**src/rtl/param_cpu_core_if.sv**
```systemverilog
// Core-side bundle for param_cpu_core: ROM fetch bus, I/O ports, control strobes and status.
// The master modport is the core and the slave modport is the surrounding board logic.
interface param_cpu_core_if #(
   parameter int DATA_W = 4,
   parameter int ADDR_W = 4
);
   localparam int INST_W = 4 + DATA_W;

   logic              tick;
   logic              step_mode;
   logic              step;
   logic [ADDR_W-1:0] inst_adrs;
   logic [INST_W-1:0] inst;
   logic [DATA_W-1:0] io_in;
   logic [DATA_W-1:0] io_out;
   logic              flag_c;
   logic              flag_z;
   logic              retire;
   logic              halted;

   modport master (
      input  tick, step_mode, step, inst, io_in,
      output inst_adrs, io_out, flag_c, flag_z, retire, halted
   );

   modport slave (
      output tick, step_mode, step, inst, io_in,
      input  inst_adrs, io_out, flag_c, flag_z, retire, halted
   );
endinterface

```
**src/rtl/param_cpu_core.sv**
```systemverilog
// Parametrised TD4-style core: A/B registers, C/Z flags and an OUT port.
// Fetch waits ROM_LAT cycles after every PC change, then executes on tick or on a step edge.
//
// state    | meaning
// ST_WAIT  | ROM output settling after a PC change; lat_q counts down
// ST_READY | inst valid; execute on adv
// ST_HALT  | HALT executed; frozen until reset
module param_cpu_core #(
   parameter int DATA_W  = 4,
   parameter int ADDR_W  = 4,
   parameter int ROM_LAT = 1
) (
   input  logic            clk,
   input  logic            reset_n,
   param_cpu_core_if.master bus
);
   localparam int INST_W = 4 + DATA_W;

   localparam logic [1:0] ST_WAIT  = 2'd0;
   localparam logic [1:0] ST_READY = 2'd1;
   localparam logic [1:0] ST_HALT  = 2'd2;

   localparam logic [1:0] LAT_INIT = 2'(ROM_LAT);
   localparam logic [1:0] ST_FETCH = (ROM_LAT == 0) ? ST_READY : ST_WAIT;

   generate
      if (ADDR_W > DATA_W) begin : g_bad_addr_w
         $error("param_cpu_core: ADDR_W must not exceed DATA_W");
      end
      if (ROM_LAT < 0 || ROM_LAT > 3) begin : g_bad_rom_lat
         $error("param_cpu_core: ROM_LAT must be in 0..3");
      end
   endgenerate

   logic [1:0]        state_q, state_d;
   logic [1:0]        lat_q, lat_d;
   logic [ADDR_W-1:0] pc_q, pc_d;
   logic [DATA_W-1:0] a_q, a_d;
   logic [DATA_W-1:0] b_q, b_d;
   logic [DATA_W-1:0] out_q, out_d;
   logic              c_q, c_d;
   logic              z_q, z_d;
   logic              retire_q, retire_d;
   logic              pending_q, pending_d;
   logic              step_q;

   logic [3:0]        op;
   logic [DATA_W-1:0] imm;
   logic [ADDR_W-1:0] target;
   logic [DATA_W:0]   sum_a, sum_b, diff_a;
   logic              step_rise;
   logic              adv;

   assign op        = bus.inst[INST_W-1 -: 4];
   assign imm       = bus.inst[DATA_W-1:0];
   assign target    = imm[ADDR_W-1:0];
   assign sum_a     = {1'b0, a_q} + {1'b0, imm};
   assign sum_b     = {1'b0, b_q} + {1'b0, imm};
   assign diff_a    = {1'b0, a_q} - {1'b0, imm};
   assign step_rise = bus.step & ~step_q;
   assign adv       = bus.step_mode ? (step_rise | pending_q) : bus.tick;

   always_comb begin
      state_d   = state_q;
      lat_d     = lat_q;
      pc_d      = pc_q;
      a_d       = a_q;
      b_d       = b_q;
      out_d     = out_q;
      c_d       = c_q;
      z_d       = z_q;
      retire_d  = 1'b0;
      pending_d = pending_q;
      case (state_q)
         ST_WAIT: begin
            if (step_rise) pending_d = 1'b1;
            if (lat_q <= 2'd1) state_d = ST_READY;
            else               lat_d   = lat_q - 2'd1;
         end
         ST_READY: begin
            pending_d = 1'b0;
            if (adv) begin
               retire_d = 1'b1;
               state_d  = ST_FETCH;
               lat_d    = LAT_INIT;
               pc_d     = pc_q + ADDR_W'(1);
               c_d      = 1'b0;
               case (op)
                  4'h0: begin {c_d, a_d} = sum_a; z_d = (sum_a[DATA_W-1:0] == '0); end
                  4'h1, 4'hD: a_d = b_q;
                  4'h2: a_d = bus.io_in;
                  4'h3: a_d = imm;
                  4'h4: b_d = a_q;
                  4'h5: begin {c_d, b_d} = sum_b; z_d = (sum_b[DATA_W-1:0] == '0); end
                  4'h6: b_d = bus.io_in;
                  4'h7: b_d = imm;
                  // borrow out of the extended subtraction is exactly imm > A
                  4'h8: begin {c_d, a_d} = diff_a; z_d = (diff_a[DATA_W-1:0] == '0); end
                  4'h9: out_d = b_q;
                  4'hA: if (z_q) pc_d = target;
                  4'hB: out_d = imm;
                  4'hC: begin state_d = ST_HALT; pc_d = pc_q; end
                  4'hE: if (!c_q) pc_d = target;
                  4'hF: pc_d = target;
               endcase
            end
         end
         ST_HALT: pending_d = 1'b0;
         default: begin
            state_d = ST_WAIT;
            lat_d   = LAT_INIT;
         end
      endcase
   end

   always_ff @(posedge clk or negedge reset_n) begin
      if (!reset_n) begin
         state_q   <= ST_FETCH;
         lat_q     <= LAT_INIT;
         pc_q      <= '0;
         a_q       <= '0;
         b_q       <= '0;
         out_q     <= '0;
         c_q       <= 1'b0;
         z_q       <= 1'b0;
         retire_q  <= 1'b0;
         pending_q <= 1'b0;
         step_q    <= 1'b0;
      end else begin
         state_q   <= state_d;
         lat_q     <= lat_d;
         pc_q      <= pc_d;
         a_q       <= a_d;
         b_q       <= b_d;
         out_q     <= out_d;
         c_q       <= c_d;
         z_q       <= z_d;
         retire_q  <= retire_d;
         pending_q <= pending_d;
         step_q    <= bus.step;
      end
   end

   assign bus.inst_adrs = pc_q;
   assign bus.io_out    = out_q;
   assign bus.flag_c    = c_q;
   assign bus.flag_z    = z_q;
   assign bus.retire    = retire_q;
   assign bus.halted    = (state_q == ST_HALT);
endmodule

```
**src/flat_wrapper.sv**
```systemverilog
// flat-port wrapper written by rule: the top's interface ports become plain ports
module param_cpu_core_flat 
#(
   parameter int DATA_W  = 4,
   parameter int ADDR_W  = 4,
   parameter int ROM_LAT = 1
)
  (clk, reset_n, bus_tick, bus_step_mode, bus_step, bus_inst, bus_io_in, bus_inst_adrs, bus_io_out, bus_flag_c, bus_flag_z, bus_retire, bus_halted);
  param_cpu_core_if #(.DATA_W(DATA_W), .ADDR_W(ADDR_W)) bus_i ();
  input  logic clk;
  input  logic reset_n;
  input wire logic [$bits(bus_i.tick)-1:0] bus_tick;
  input wire logic [$bits(bus_i.step_mode)-1:0] bus_step_mode;
  input wire logic [$bits(bus_i.step)-1:0] bus_step;
  input wire logic [$bits(bus_i.inst)-1:0] bus_inst;
  input wire logic [$bits(bus_i.io_in)-1:0] bus_io_in;
  output wire logic [$bits(bus_i.inst_adrs)-1:0] bus_inst_adrs;
  output wire logic [$bits(bus_i.io_out)-1:0] bus_io_out;
  output wire logic [$bits(bus_i.flag_c)-1:0] bus_flag_c;
  output wire logic [$bits(bus_i.flag_z)-1:0] bus_flag_z;
  output wire logic [$bits(bus_i.retire)-1:0] bus_retire;
  output wire logic [$bits(bus_i.halted)-1:0] bus_halted;
  assign bus_i.tick = bus_tick;
  assign bus_i.step_mode = bus_step_mode;
  assign bus_i.step = bus_step;
  assign bus_i.inst = bus_inst;
  assign bus_i.io_in = bus_io_in;
  assign bus_inst_adrs = bus_i.inst_adrs;
  assign bus_io_out = bus_i.io_out;
  assign bus_flag_c = bus_i.flag_c;
  assign bus_flag_z = bus_i.flag_z;
  assign bus_retire = bus_i.retire;
  assign bus_halted = bus_i.halted;
  param_cpu_core #(.DATA_W(DATA_W), .ADDR_W(ADDR_W), .ROM_LAT(ROM_LAT)) u_core (.clk(clk), .reset_n(reset_n), .bus(bus_i));
endmodule
```
**config.mk**
```make
export PLATFORM = sky130hd
export DESIGN_NAME = param_cpu_core_flat
export DESIGN_NICKNAME = d
export VERILOG_FILES = /design/src/rtl/param_cpu_core_if.sv /design/src/rtl/param_cpu_core.sv /design/src/flat_wrapper.sv
export SDC_FILE = /design/constraint.sdc
export NUM_CORES = 1
export LEC_CHECK = 0
export BUFFER_PORTS_ARGS = -buffer_cell sky130_fd_sc_hd__buf_4
export CAP_MARGIN = 40
export CORE_MARGIN = 2
export CORE_UTILIZATION = 40
export CTS_CLUSTER_SIZE = 24
export DETAILED_ROUTE_END_ITERATION = 8
export GPL_TIMING_DRIVEN = 0
export PLACE_DENSITY = 0.57
export SLEW_MARGIN = 30
export SYNTH_ARGS = -nofsm -noshare
export SYNTH_HDL_FRONTEND = slang
export SYNTH_SLANG_ARGS = --single-unit
```
**constraint.sdc**
```tcl
create_clock -name clk -period 2.4 [get_ports clk]
set_clock_uncertainty 0.05 [all_clocks]
set_input_delay 0.48 -clock clk [delete_from_list [all_inputs] [get_ports clk]]
set_output_delay 0.48 -clock clk [all_outputs]
set_load 0.01 [all_outputs]
```
[Yosys cells after proc, flatten, opt, wreduce, memory -nomap -nowiden]
Cells that the tools add are included.
Storage, ports and cells
  flip-flop bits (word level): 25
  input port bits: 17
  output and inout bits: 12
  logic and storage cells: 84
Cells by class
  add/subtract/negate cells: 5
  $lt $le $gt $ge: 1
  equal/unequal tests: 21
  mux-type cells: 20
  bitwise logic cells: 5
  reductions and logical operators: 21
Operators by type and width (count)
  $eq 4x4->1 const B: 8
  $pmux 4 s4: 2
  $reduce_and 3->1: 7
  $pmux 4 s5: 1
  $eq 4x3->1 const B: 4
  $logic_not 4->1: 4
  $pmux 2 s3: 2
  $add 4x4->5: 2
  $mux 2: 5
  $eq 4x2->1 const B: 2
  $mux 4: 2
  $pmux 4 s2: 1
  $ne 2x1->1 const B: 3
  $pmux 1 s3: 2
  $reduce_bool 5->1: 1
  $sub 4x4->5: 1
  $add 4x1->4 const B: 1
  $eq 4x1->1 const B: 1
  $mux 1: 4
  $reduce_and 2->1: 2
  $reduce_bool 2->1: 2
  $reduce_bool 4->1: 1
  $reduce_or 2->1: 2
  $not 1->1: 3
  10 further kinds: 10

[Depth between registers and ports, before layout]
  word-level depth: 6
  mapped depth: 8
  mapped depth without buffers: 8

[Worst setup path after synthesis]
OpenSTA, ideal clock, no wires.
  path type: in2reg
  start: in bus_inst[2]
  end: reg u_core.a_q[3]
  setup time: 0.124 ns
  arrival: 1.765 ns
  required time: 2.226 ns
  slack: 0.461 ns
  stages on the path: 8
  path buffers: 1
  path through: inv_1 ha_1 buf_2 inv_1 a221oi_2 xnor2_1 o221ai_1 o31a_1
On the way
  cells in the longest elaborated chain, start to end: 2
  elaborated cells between the ends (all ways): 3
  classes of those cells: 2 x add/sub; 1 x mux
Ends and longest elaborated chain
  from (decl): RTL line flat_wrapper.sv:15  | input wire logic [$bits(bus_i.inst)-1:0] bus_inst;
  $sub 4x4->5 / $add 4x4->5 (equally long branches): RTL line param_cpu_core.sv:59, param_cpu_core.sv:57
  $pmux 4 s5 *: RTL line param_cpu_core.sv:88  | case (op)
  to (signal assigned): RTL line param_cpu_core.sv:121  | a_q <= '0;
  to (signal assigned): RTL line param_cpu_core.sv:133  | a_q <= a_d;
  to (decl): RTL line param_cpu_core.sv:38  | logic [DATA_W-1:0] a_q, a_d;
Every way passes the cells marked *; elsewhere a longest branch is shown, timed or not.
A chain may end at the register's enable or synchronous reset.

[Final worst setup path]
  start: reg u_core.a_q[2]
  end: reg u_core.a_q[3]
On the way
  cells in the longest elaborated chain, start to end: 2
  elaborated cells between the ends (all ways): 3
  classes of those cells: 2 x add/sub; 1 x mux
Ends and longest elaborated chain (RTL line)
  $sub 4x4->5 / $add 4x4->5 (equally long branches): param_cpu_core.sv:59, param_cpu_core.sv:57
  $pmux 4 s5 *: param_cpu_core.sv:88
Marked as above.

==> summary.md <==
| Metric | Value |
|---|---|
| Clock buffer count from CTS | 3 |
| Post-CTS Setup Repair Bufs | 0 |
| Largest net degree at the start of global routing | 26 |
| Post-Route Setup TNS | 0 ns |
| Crit path kind | reg -> reg |
| Max frequency | 479.9 MHz |
| FILL cells | 532 |
| Horizontal die dimension | 76.39 um |
| I/O pins | 29 |
| Synthesis Warnings | 0 |
| Cell count after synthesis | 240 |
| Static leakage | 1.124 nW |
| Mux share of post-synthesis cell area | 5.851% |
| Sequential cell area | 626.9 um^2 |
| Post-synth EDFFs | 0 |
| Clk pin slew, worst setup/hold paths | 0.09 ns |
| Total Die Area | 5835 um^2 |
| Via count of the first global-routing pass | 1789 |
| Tightest Pin Transition | 0.4808 ns |
| Register-to-register setup slack | 0.32 ns |
| Worst path required time | 2.51 ns |
| Vias after detailed routing | 1818 |
| Commonest cells in the synthesized netlist | sky130_fd_sc_hd__dfrtp_1 (24), sky130_fd_sc_hd__nand2_1 (24), sky130_fd_sc_hd__a21oi_1 (21), sky130_fd_sc_hd__o21ai_0 (21), sky130_fd_sc_hd__inv_1 (20) |
| Source-to-sink clock delay at the later pin of the worst-skew pair | 0.26 ns |
| Worst setup slack before clock tree synthesis | 0.1110 ns |
| Area of combinational cells with multiple inputs | 1338 um^2 |
| Number of DRC markers in iteration 0 | 113 |
| Crit Reg-Reg Startpoint | u_core.a_q[2]$_DFFE_PN0P_ |
| Arrival time of the worst setup path | 2.19 ns |
| Power per Cell Area | 926.5 nW/um^2 |
| HPWL after DPL | 4085 um |
| First-pass GRT wire length | 8680 um |
| Nets@finish | 310 |
| Routed wire length per instance | 15.20 um |
| Result of the run | finished clean |
| Synth top area cells | sky130_fd_sc_hd__dfrtp_1 (29%), sky130_fd_sc_hd__ha_1 (10%), sky130_fd_sc_hd__a21oi_1 (5.0%) |
| Std-Cell Core Area | 5075 um^2 |
| Final-report setup violation count | 0 |
| Number of distinct library cells after synthesis | 56 |
| Biggest area consumer among synthesized cells | sky130_fd_sc_hd__dfrtp_1 |
| CTS sink count | 25 |
| Worst Setup End Kind | flop |
| Combinational family with the most area after synthesis | compound AO/OA/AOI/OAI gates |
| Area share of the largest cell type after synthesis | 28.66% |
| Cell count of the worst reg-to-reg path | 7 |
| Asr flop ratio synth | 100.0% |
| Number of max-capacitance violations reported | 0 |
| Post-route fraction of the period consumed by the critical path | 86.82% |
| #FFs+latches synth | 25 |
| R2r endpoint | u_core.a_q[3]$_DFFE_PN0P_ |
| Site Rows | 26 |
| Share of cells above drive strength 1 | 20.59% |
| Effective utilization at floorplan | 41.30% |
| Average cell area after synthesis | 8.732 um^2 |
| Max Transition Viols Final | 0 |
| Relative area change from synthesis to final layout | 16.36% |
| Count of input and output buffers | 28 |
| RSZ-0062 raised after global routing | false |
| Simple-gate share of the synthesized area | 16.54% |
| Total Routed Length | 5200 um |
| Post-synthesis adder-cell area fraction | 13.01% |
| Number of antenna violations at the first check in global routing | 0 |
| Global-route usage over all layers | 18.49% |
| Post-CTS sizing | 0 |
| Cell Area, Synth | 2096 um^2 |
| Ant diodes | 0 |
| GP Congestion | 0.8920 |
| IR drop worst, VDD | 0.0004675 V |
| Number of remaining DRC errors | 0 |
| Most common flop cell mapped by yosys | sky130_fd_sc_hd__dfrtp_1 |
| Hold Buf Count CTS | 0 |
| Final Worst Setup Slack | 0.3162 ns |
| Number of H-tree branching levels | 1 |
| Register area share after synthesis | 29.91% |
| Min-delay worst type | in -> async |
| Xor and xnor fraction of the mapped netlist area | 2.866% |
| Max_slew headroom | 67.67% |
| Crit path max fanout | 7 |
| Final hold violation count | 0 |
| Sort of element at the start of the critical path | flop |
| Final critical-path required period | 2.084 ns |
| Clock Tree Buf Depth | 2 |
| First-pass iteration count of the detailed router | 4 |
| Vert. Die Dim | 76.39 um |
| Compound-cell area share of the yosys netlist | 25.55% |
| Clock tree from TritonCTS | yes |
| Post-detailed-route count of antenna-violating nets | 0 |
| Clock root cell | sky130_fd_sc_hd__clkbuf_8 |
| Post-Synthesis Net Count | 277 |
| Post-detailed-route via-to-cell ratio | 5.316 |
| Global route total overflow | 0 |
## layout by cell type (no fill, tap or decap), drive strengths merged, types with 2 or more instances in the layout
cell	netlist	final
buf	7	35
nand2	24	24
dfrtp	24	24
o21ai	24	24
a21oi	22	22
inv	21	21
nor2	19	19
ha	17	17
mux2i	10	10
nand3	6	6
nor2b	6	6
a22oi	4	4
nor3	4	4
xnor2	4	4
clkbuf	0	4
nand2b	3	3
o31ai	3	3
o22ai	3	3
fa	3	3
a31oi	3	3
or2	2	2
o31a	2	2
a21o	2	2
xor2	2	2
a22o	2	2
o21a	2	2
a2bb2oi	2	2
o221ai	2	2
## layer usage
layer | vias up | part of all wire (%) | global-route usage (%)
met1 | 850 | 48 | 26.32
li1 | 918 | - | -
met3 | 4 | 3.9 | 1.659
met4 | 0 | 0.88 | 4.545
met5 | - | 0 | 0
met2 | 46 | 47 | 30.44
## cell families after synthesis
logic type,after synthesis
simple gates,71
fa+ha+maj,20
compound gates,79
flops,25
mux,11
xor+xnor,6
buf+inv,28
## through the flow
stage	power [mW]	util (%)	hold WS (ns)	std cells	area [um^2]
2_1_floorplan	1.604	-	0.1344	240	2096
5_1_grt	2.479	48.05	0.08288	342	2439
3_5_place_dp	2.022	47.16	0.3682	338	2394
6_report	2.259	48.05	0.05340	342	2439
4_1_cts	2.283	48.05	0.07136	342	2439
3_3_place_gp	2.006	47.16	0.3651	338	2394
## sequential cells by signal, summed over array words and instances (netlist names), 2 cells and up
name,cells
u_core.state_q,2
u_core.bus.io_out,4
u_core.a_q,4
u_core.lat_q,2
u_core.bus.inst_adrs,4
u_core.b_q,4
## cell type report
| class | count | area share, % |
|---|---|---|
| multi-input combinational | 187 | 54.85 |
| sequential | 25 | 25.71 |
| timing repair buffer | 28 | 8.620 |
| tap | 70 | 3.592 |
| inverter | 21 | 3.232 |
| buffer | 7 | 2.155 |
| clock buffer | 4 | 1.847 |
## where the power goes
part           switching (mW)  internal (mW)
clock network           0.132          0.119
registers               0.159          0.589
logic                   0.674          0.587
total                   0.964           1.30
## worst max-delay path by stage
| stage | from | endpoint | slack (ns) | cells after the start |
|---|---|---|---|---|
| after floorplan | bus_inst[2] | u_core.a_q[3]$_DFFE_PN0P_ | 0.46 | 8 |
| after global placement | bus_inst[2] | u_core.a_q[3]$_DFFE_PN0P_ | 0.1 | 9 |
| after detailed placement | bus_inst[2] | u_core.a_q[3]$_DFFE_PN0P_ | 0.11 | 9 |
| after CTS | u_core.a_q[2]$_DFFE_PN0P_ | u_core.a_q[3]$_DFFE_PN0P_ | 0.32 | 7 |
| after global routing | u_core.a_q[2]$_DFFE_PN0P_ | u_core.a_q[3]$_DFFE_PN0P_ | 0.22 | 7 |
| final | u_core.a_q[2]$_DFFE_PN0P_ | u_core.a_q[3]$_DFFE_PN0P_ | 0.32 | 7 |
## critical path: stages, from the launching register on
cell	delay (ns)
sky130_fd_sc_hd__dfrtp_1	0.46
sky130_fd_sc_hd__ha_1	0.29
sky130_fd_sc_hd__buf_2	0.17
sky130_fd_sc_hd__inv_1	0.08
sky130_fd_sc_hd__a221oi_2	0.32
sky130_fd_sc_hd__xnor2_1	0.19
sky130_fd_sc_hd__o221ai_1	0.15
sky130_fd_sc_hd__o31a_1	0.26
No activity file was read; power rests on OpenSTA's default activity.
